`config.mk`:
```
export PLATFORM = sky130hd
export DESIGN_NAME = multicycle_control_flat
export DESIGN_NICKNAME = d
export VERILOG_FILES = /design/src/rtl/multicycle_control_if.sv /design/src/rtl/multicycle_control.sv /design/src/flat_wrapper.sv
export SDC_FILE = /design/constraint.sdc
export NUM_CORES = 1
export LEC_CHECK = 0
export BUFFER_PORTS_ARGS = -buffer_cell sky130_fd_sc_hd__clkbuf_2
export CORE_MARGIN = 2
export CORE_UTILIZATION = 47
export CTS_BUF_LIST = sky130_fd_sc_hd__clkbuf_4
export DETAILED_ROUTE_END_ITERATION = 6
export PLACE_DENSITY = 0.79
export SETUP_SLACK_MARGIN = 0.1
export SLEW_MARGIN = 30
export SYNTH_ARGS = -nofsm -noshare
export SYNTH_HDL_FRONTEND = slang
export SYNTH_SLANG_ARGS = --single-unit
```
`constraint.sdc`:
```
create_clock -name clk -period 1.9 [get_ports clk]
set_input_delay 0.095 -clock clk [delete_from_list [all_inputs] [get_ports clk]]
set_output_delay 0.095 -clock clk [all_outputs]
set_load 0.1 [all_outputs]
```
`src/rtl/multicycle_control_if.sv`:
```
// Memory port handshake between the multicycle control FSM
// and the unified instruction/data memory.
interface multicycle_control_if;
  logic mem_re;
  logic mem_we;
  logic i_or_d;
  logic mem_ready;

  modport master (
    output mem_re,
    output mem_we,
    output i_or_d,
    input  mem_ready
  );

  modport slave (
    input  mem_re,
    input  mem_we,
    input  i_or_d,
    output mem_ready
  );
endinterface

```
`src/rtl/multicycle_control.sv`:
```
// Control FSM for the multicycle MIPS-subset core: sequences the
// shared datapath, waits on memory and counts retired instructions.
module multicycle_control (
  input  logic        clk,
  input  logic        rst_n,
  input  logic [5:0]  opcode,
  input  logic [5:0]  funct,
  input  logic        zero,
  multicycle_control_if.master mem,
  output logic        pc_we,
  output logic        ir_we,
  output logic        reg_we,
  output logic        reg_dst,
  output logic        mem_to_reg,
  output logic        alu_src_a,
  output logic [1:0]  alu_src_b,
  output logic [1:0]  alu_op,
  output logic [1:0]  pc_src,
  output logic        illegal,
  output logic        instr_done,
  output logic [3:0]  state,
  output logic [31:0] instr_count
);

  typedef enum logic [3:0] {
    S_FETCH     = 4'd0,
    S_DECODE    = 4'd1,
    S_MEM_ADDR  = 4'd2,
    S_MEM_READ  = 4'd3,
    S_MEM_WB    = 4'd4,
    S_MEM_WRITE = 4'd5,
    S_EXEC_R    = 4'd6,
    S_R_WB      = 4'd7,
    S_BRANCH    = 4'd8,
    S_JUMP      = 4'd9,
    S_EXEC_I    = 4'd10,
    S_I_WB      = 4'd11,
    S_ILLEGAL   = 4'd12
  } state_e;

  localparam logic [5:0] OP_R    = 6'b000000;
  localparam logic [5:0] OP_LW   = 6'b100011;
  localparam logic [5:0] OP_SW   = 6'b101011;
  localparam logic [5:0] OP_BEQ  = 6'b000100;
  localparam logic [5:0] OP_J    = 6'b000010;
  localparam logic [5:0] OP_ADDI = 6'b001000;

  state_e cur;
  state_e nxt;

  logic is_r;
  logic is_lw;
  logic is_sw;
  logic is_beq;
  logic is_j;
  logic is_addi;

  // funct is consumed by the ALU decoder, not here
  logic unused_funct;
  assign unused_funct = ^funct;

  assign is_r    = (opcode == OP_R);
  assign is_lw   = (opcode == OP_LW);
  assign is_sw   = (opcode == OP_SW);
  assign is_beq  = (opcode == OP_BEQ);
  assign is_j    = (opcode == OP_J);
  assign is_addi = (opcode == OP_ADDI);

  always_ff @(posedge clk or negedge rst_n) begin
    if (!rst_n) begin
      cur <= S_FETCH;
    end else begin
      cur <= nxt;
    end
  end

  always_comb begin
    nxt        = S_FETCH;
    pc_we      = 1'b0;
    ir_we      = 1'b0;
    mem.mem_re = 1'b0;
    mem.mem_we = 1'b0;
    mem.i_or_d = 1'b0;
    reg_we     = 1'b0;
    reg_dst    = 1'b0;
    mem_to_reg = 1'b0;
    alu_src_a  = 1'b0;
    alu_src_b  = 2'b00;
    alu_op     = 2'b00;
    pc_src     = 2'b00;
    illegal    = 1'b0;
    instr_done = 1'b0;
    case (cur)
      S_FETCH: begin
        mem.mem_re = 1'b1;
        alu_src_b  = 2'b01;
        ir_we      = mem.mem_ready;
        pc_we      = mem.mem_ready;
        nxt        = mem.mem_ready ? S_DECODE : S_FETCH;
      end
      S_DECODE: begin
        alu_src_b = 2'b11;
        unique case (1'b1)
          is_r:          nxt = S_EXEC_R;
          is_lw, is_sw:  nxt = S_MEM_ADDR;
          is_beq:        nxt = S_BRANCH;
          is_j:          nxt = S_JUMP;
          is_addi:       nxt = S_EXEC_I;
          default:       nxt = S_ILLEGAL;
        endcase
      end
      S_MEM_ADDR: begin
        alu_src_a = 1'b1;
        alu_src_b = 2'b10;
        nxt       = is_lw ? S_MEM_READ : S_MEM_WRITE;
      end
      S_MEM_READ: begin
        mem.mem_re = 1'b1;
        mem.i_or_d = 1'b1;
        nxt        = mem.mem_ready ? S_MEM_WB : S_MEM_READ;
      end
      S_MEM_WB: begin
        reg_we     = 1'b1;
        mem_to_reg = 1'b1;
        instr_done = 1'b1;
      end
      S_MEM_WRITE: begin
        mem.mem_we = 1'b1;
        mem.i_or_d = 1'b1;
        instr_done = mem.mem_ready;
        nxt        = mem.mem_ready ? S_FETCH : S_MEM_WRITE;
      end
      S_EXEC_R: begin
        alu_src_a = 1'b1;
        alu_op    = 2'b10;
        nxt       = S_R_WB;
      end
      S_R_WB: begin
        reg_we     = 1'b1;
        reg_dst    = 1'b1;
        instr_done = 1'b1;
      end
      S_EXEC_I: begin
        alu_src_a = 1'b1;
        alu_src_b = 2'b10;
        nxt       = S_I_WB;
      end
      S_I_WB: begin
        reg_we     = 1'b1;
        instr_done = 1'b1;
      end
      S_BRANCH: begin
        alu_src_a  = 1'b1;
        alu_op     = 2'b01;
        pc_src     = 2'b01;
        pc_we      = zero;
        instr_done = 1'b1;
      end
      S_JUMP: begin
        pc_src     = 2'b10;
        pc_we      = 1'b1;
        instr_done = 1'b1;
      end
      S_ILLEGAL: begin
        illegal = 1'b1;
      end
      default: nxt = S_FETCH;
    endcase
    // strobes must be quiet the moment reset asserts, not a cycle later
    if (!rst_n) begin
      pc_we      = 1'b0;
      ir_we      = 1'b0;
      mem.mem_re = 1'b0;
      mem.mem_we = 1'b0;
      reg_we     = 1'b0;
      illegal    = 1'b0;
      instr_done = 1'b0;
    end
  end

  always_ff @(posedge clk or negedge rst_n) begin
    if (!rst_n) begin
      instr_count <= 32'd0;
    end else if (instr_done) begin
      instr_count <= instr_count + 32'd1;
    end
  end

  assign state = cur;

endmodule

```
`src/flat_wrapper.sv`:
```
// flat-port wrapper written by rule: the top's interface ports become plain ports
module multicycle_control_flat 
  (clk, rst_n, opcode, funct, zero, pc_we, ir_we, reg_we, reg_dst, mem_to_reg, alu_src_a, alu_src_b, alu_op, pc_src, illegal, instr_done, state, instr_count, mem_mem_re, mem_mem_we, mem_i_or_d, mem_mem_ready);
  multicycle_control_if mem_i ();
  input  logic clk;
  input  logic rst_n;
  input  logic [5:0] opcode;
  input  logic [5:0] funct;
  input  logic zero;
  output logic pc_we;
  output logic ir_we;
  output logic reg_we;
  output logic reg_dst;
  output logic mem_to_reg;
  output logic alu_src_a;
  output logic [1:0] alu_src_b;
  output logic [1:0] alu_op;
  output logic [1:0] pc_src;
  output logic illegal;
  output logic instr_done;
  output logic [3:0] state;
  output logic [31:0] instr_count;
  output wire logic [$bits(mem_i.mem_re)-1:0] mem_mem_re;
  output wire logic [$bits(mem_i.mem_we)-1:0] mem_mem_we;
  output wire logic [$bits(mem_i.i_or_d)-1:0] mem_i_or_d;
  input wire logic [$bits(mem_i.mem_ready)-1:0] mem_mem_ready;
  assign mem_mem_re = mem_i.mem_re;
  assign mem_mem_we = mem_i.mem_we;
  assign mem_i_or_d = mem_i.i_or_d;
  assign mem_i.mem_ready = mem_mem_ready;
  multicycle_control u_core (.clk(clk), .rst_n(rst_n), .opcode(opcode), .funct(funct), .zero(zero), .mem(mem_i), .pc_we(pc_we), .ir_we(ir_we), .reg_we(reg_we), .reg_dst(reg_dst), .mem_to_reg(mem_to_reg), .alu_src_a(alu_src_a), .alu_src_b(alu_src_b), .alu_op(alu_op), .pc_src(pc_src), .illegal(illegal), .instr_done(instr_done), .state(state), .instr_count(instr_count));
endmodule
```
# --- After elaboration in Yosys (flattened, before gate mapping) ---
# Cells that the tools add are included.
classes:
  n_lt_le_gt_ge: 0
  eq_ne: 17
  mul: 0
  bitwise: 0
  add_sub_neg: 1
  div_mod_pow: 0
  n_mux: 27
  n_reduce_logical: 9
  shifts: 0
ops:
  columns: ["op", "count"]
  rows:
  - ["$add A32 B1 Y32 const B", 1]
  - ["$pmux W4 S7", 1]
  - ["$eq A4 B4 Y1 const B", 5]
  - ["$pmux W4 S5", 1]
  - ["$mux W1", 17]
  - ["$eq A4 B3 Y1 const B", 4]
  - ["$eq A6 B6 Y1 const B", 2]
  - ["$mux W3", 3]
  - ["$eq A4 B2 Y1 const B", 2]
  - ["$pmux W2 S2", 2]
  - ["$reduce_or A2 Y1", 4]
  - ["$eq A6 B2 Y1 const B", 1]
  - ["$eq A6 B3 Y1 const B", 1]
  - ["$eq A6 B4 Y1 const B", 1]
  - ["$logic_not A6 Y1", 1]
  - ["$pmux W2 S3", 1]
  - ["$reduce_or A5 Y1", 1]
  - ["$eq A4 B1 Y1 const B", 1]
  - ["$logic_not A4 Y1", 1]
  - ["$reduce_or A4 Y1", 1]
  - ["$pmux W1 S3", 1]
  - ["$reduce_or A3 Y1", 1]
  - ["$pmux W1 S2", 1]
totals:
  inputBits: 16
  romBits: 0
  output_inout_bits: 53
  regBits: 36
  n_memories: 0
  ram_bits: 0
  latchBits: 0

# --- Depth between registers and ports, before layout ---
depth:
  depth_word: 4
  depth_mapped: 8

# --- Worst setup path before layout ---
# No wires, ideal clock.
synth_timing:
  path_kind: "register to output"
  start: "reg u_core.cur[2] (netlist: u_core.state[2])"
  end: "out reg_we"
  t_arrival_ns: 4.961
  setup_slack_ns: -3.156
  stages_incl_launch_ff: 6
  n_path_buf: 1
  required_ns: 1.805
  path_cell_list: "dfrtp_1 > clkbuf_1 > nand2b_1 > nor3_1 > nor2_1 > nor2_1"
synth_via:
  elab_chain_cells: 4
  elab_cells_between_ends: 6
  classes_between: "eq/ne (3); mux (2); reduce/logical (1)"
synth_rtl:
  columns: ["element", "line", "rtl"]
  rows:
  - ["start, declared", "multicycle_control.sv:48", "state_e cur;"]
  - ["start signal, assigned", "multicycle_control.sv:73", "cur <= nxt;"]
  - ["$eq A4 B3 Y1 or $eq A4 B4 Y1 (tied branches)", "multicycle_control.sv:93", "case (cur)"]
  - ["$reduce_or A3 Y1 (no source line) *", null, null]
  - ["$mux W1 *", "multicycle_control.sv:93", null]
  - ["$mux W1 *", "multicycle_control.sv:170", "if (!rst_n) begin"]
  - ["end, declared", "flat_wrapper.sv:12", "output logic reg_we;"]
# Every way passes the cells marked *; elsewhere a longest branch is shown, timed or not.

# --- Worst setup path in the final report ---
layout_timing:
  start: "reg u_core.cur[3] (netlist: u_core.state[3])"
  end: "out instr_done"
layout_via:
  elab_chain_cells: 4
  elab_cells_between_ends: 9
  classes_between: "eq/ne (6); mux (2); reduce/logical (1)"
layout_rtl:
  columns: ["element", "line", "rtl"]
  rows:
  - ["$eq A4 B3 Y1 or $eq A4 B4 Y1 (tied branches)", "multicycle_control.sv:93", null]
  - ["$reduce_or A5 Y1 (no source line)", null, null]
  - ["$pmux W1 S2 *", "multicycle_control.sv:93", null]
  - ["$mux W1 *", "multicycle_control.sv:170", null]
  - ["end, declared", "flat_wrapper.sv:20", "output logic instr_done;"]
# Marked as above.

==> summary.md <==
| Metric | Value |
|---|---|
| Status | finished, violations left |
| Failing checks | setup timing |
| Maxcap violations | 0 |
| Leak | 0.00150 uW |
| Register area share after synthesis | 0.450 |
| VDD IR max | 0.00134 V |
| I/O Pins | 69 |
| Number of synthesized flops with an enable pin | 0 |
| First-pass GRT wire length | 9.02 mm |
| Critical path type | flip-flop to primary output |
| Area occupied by multi-input gates | 0.00131 mm2 |
| Max-slew headroom at the worst pin | 0.627 |
| R2R Path End | u_core.instr_count[10] |
| Placer Congestion | 0.751 |
| Initial Utilization | 0.493 |
| R2R Path Start | u_core.state[3] |
| Hold WS | 0.0938 ns |
| Fin crit share | 1.04 |
| Die X | 69.2 um |
| FF+latch count, synth | 36 |
| Slowest CP cell | or4b_4 |
| H-Tree Level Count | 2 |
| Root Buffer Master | clkbuf_4 |
| Main flop type after synthesis | dfrtp_1 |
| DR WL/cell | 17.9 um |
| Max Fanout on Critical Path | 4 |
| DIE AREA | 0.00479 mm2 |
| Post-route minimum period | 1.97 ns |
| Vias per cell | 5.65 |
| Total CTS buffers | 5 |
| Synth-to-layout area growth | 65.7% |
| Synth Cell Area | 0.00200 mm2 |
| Slew Limit Fails | 0 |
| Setup slack after layout | -0.0694 ns |
| Power Density | 1580 mW/mm2 |
| Largest stage delay, worst path | 0.56 ns |
| ANT nets after route | 0 |
| Worst setup SP type | flip-flop |
| WP data required | 1.80 ns |
| Worst slew pin tran | 0.562 ns |
| Reg2Reg Depth | 8 |
| Die height | 69.2 um |
| RSZ-0062 raised after global routing | yes |
| Initial antenna violation count | 0 |
| Drt drc | 0 |
| Netlist cell types | 39 |
| CTS tree | done |
| FMAX | 0.508 GHz |
| Reg2reg setup slack | -0.02 ns |
| CTS sink cnt | 36 |
| Antenna cells | 0 |
| CP cell instances | or4b_4, nand4_4, inv_8, buf_6, buf_12 |
| Post-synth ARST share | 1.00 |
| Yosys warns | 0 |
| Mapped Avg Cell Area | 9.62 um2 |
| CP startpoint | u_core.state[3] |
| GRT Residual Overflow | 0 |
| HP Class | primary input to flip-flop |
| Endpoint arrival time on the critical path | 1.87 ns |
| Detailed placer's ending HPWL | 3.53 mm |
| Num rows | 23 |
| Core Util, Final | 0.817 |
| Clock Latency Late Sink | 0.36 ns |
| Critical Path End Type | primary output |
| Vias after detailed routing | 1994 |
| Fillers | 215 |
| Worst-path clk slew | 0.12 ns |
| Worst setup path end | instr_done |
| Final hold viol count | 0 |
| Final WL | 6.32 mm |
| Final-report setup violation count | 6 |
| Layout net count | 319 |
| Max Buffers Root-to-Sink | 2 |
| Share of cells above drive strength 1 | 0.538 |
| Initial DRC Count | 106 |
| Vias in the first global route | 1881 |
| GR Util All Layers | 0.231 |
| Largest net degree at the start of global routing | 37 |
| IO Port Bufs | 62 |
| Clk_skew | 0.0110 ns |
| Core ar. | 0.00406 mm2 |
| Register area | 927 um2 |
| Drt pass-1 iters | 4 |
| Syn_nets | 225 |
| Mapped Cells | 208 |
sequential cells by signal (all words and copies together), names as in the netlist:
signal and flops:
u_core.instr_count 32, u_core.state 4
cell usage after synthesis, types with 2 or more instances:
| cell | number | area [um2] |
|---|---|---|
| dfrtp_1 | 36 | 901 |
| xnor2_1 | 28 | 245 |
| nor2_1 | 20 | 75.1 |
| nand2_1 | 18 | 67.6 |
| nor3_1 | 14 | 70.1 |
| nand4_1 | 12 | 75.1 |
| o21ai_0 | 8 | 40.0 |
| and3_1 | 7 | 43.8 |
| nand3_1 | 6 | 30.0 |
| nand3_2 | 6 | 60.1 |
| nand2b_1 | 5 | 31.3 |
| xor2_1 | 5 | 43.8 |
| buf_6 | 4 | 45.0 |
| clkbuf_1 | 4 | 15.0 |
| inv_1 | 4 | 15.0 |
| nor4_1 | 4 | 25.0 |
| and4_1 | 3 | 26.3 |
| a211oi_1 | 2 | 15.0 |
| a21oi_1 | 2 | 10.0 |
cell type report:
cell class	count	share of cell area
multi-input cells	157	0.396
flip-flops and latches	36	0.280
repair buffers	97	0.271
well taps	50	0.0189
inverters	5	0.0117
clock buffers	5	0.0113
clock inverters	3	0.0113
critical path, delay by kind of cell, from the launching register on:
family / cells / cell delay (ns)
and+or+nand+nor: 2 / 0.68
DFF: 1 / 0.52
buffers and inverters: 3 / 0.32
layer usage:
| metal | share of wire | track usage |
|---|---|---|
| met5 | 0 | 0 |
| met4 | 0.025 | 0.0937 |
| met3 | 0.042 | 0.0320 |
| met2 | 0.51 | 0.380 |
| met1 | 0.42 | 0.307 |
worst min-delay path by stage:
stage          cells past startpoint                    end  slack [ns]       from
2_1_floorplan                      0  u_core.instr_count[0]       -0.20      rst_n
3_3_place_gp                       2        u_core.state[0]        0.21      rst_n
3_5_place_dp                       2        u_core.state[0]        0.22      rst_n
4_1_cts                            4        u_core.state[1]        0.08  opcode[4]
5_1_grt                            4        u_core.state[1]        0.10  opcode[4]
6_report                           4        u_core.state[1]        0.09  opcode[4]
timing repair:
| item | CTS | global route |
|---|---|---|
| gates resized for setup | 30 | 31 |
| cloned | 1 | 0 |
| pin swaps | 10 | 15 |
| hold buffers | 1 | 0 |
| buffers inserted | 10 | 7 |
| setup endpoints to repair | 33 | 42 |
| endpoints found under the hold margin | 36 | 0 |
layout by cell type (no fill, tap or decap), types with 2 or more instances in the layout:
cell type	count
a211oi_1	2
and3_1	6
and4_1	2
buf_12	16
buf_4	22
buf_6	10
buf_8	2
clkbuf_2	44
clkbuf_4	6
clkinv_1	2
dfrtp_1	23
dfrtp_2	9
dfrtp_4	4
inv_1	3
nand2_1	15
nand2_4	3
nand2b_1	2
nand2b_4	3
nand3_1	6
nand3_2	6
nand4_1	12
nand4_4	2
nor2_1	12
nor2_2	3
nor2_4	5
nor3_1	6
nor3_4	7
nor4_1	3
o21ai_0	6
o21ai_2	2
xnor2_1	25
xnor2_2	2
xor2_1	5
through the flow:
step / setup slack, ns / total power [uW] / area (um2) / TNS [ns] / cells
2_1_floorplan: -0.586 / 3340 / 2300 / -10.26 / 208
3_3_place_gp: -0.0324 / 3920 / 2840 / -0.114 / 326
3_5_place_dp: -0.0894 / 3940 / 2840 / -0.434 / 326
4_1_cts: -0.0252 / 4870 / 3140 / -0.0619 / 346
5_1_grt: -0.101 / 5400 / 3320 / -0.647 / 353
6_report: -0.0694 / 5240 / 3320 / -0.160 / 353
where the power goes:
group          switching (uW)  internal (uW)
registers                 143            870
clock network             272            269
logic                    2400           1280
total                    2820           2420
logic make-up after synthesis:
family / after synthesis / synth area share
XOR/XNOR: 33 / 0.144
flip-flops: 36 / 0.450
AO/OA/AOI/OAI: 18 / 0.0569
AND/OR/NAND/NOR: 105 / 0.298
buffers and inverters: 15 / 0.0438
adder cells (fa/ha/maj): 1 / 0.00625
(Power assumes the default switching activity.)
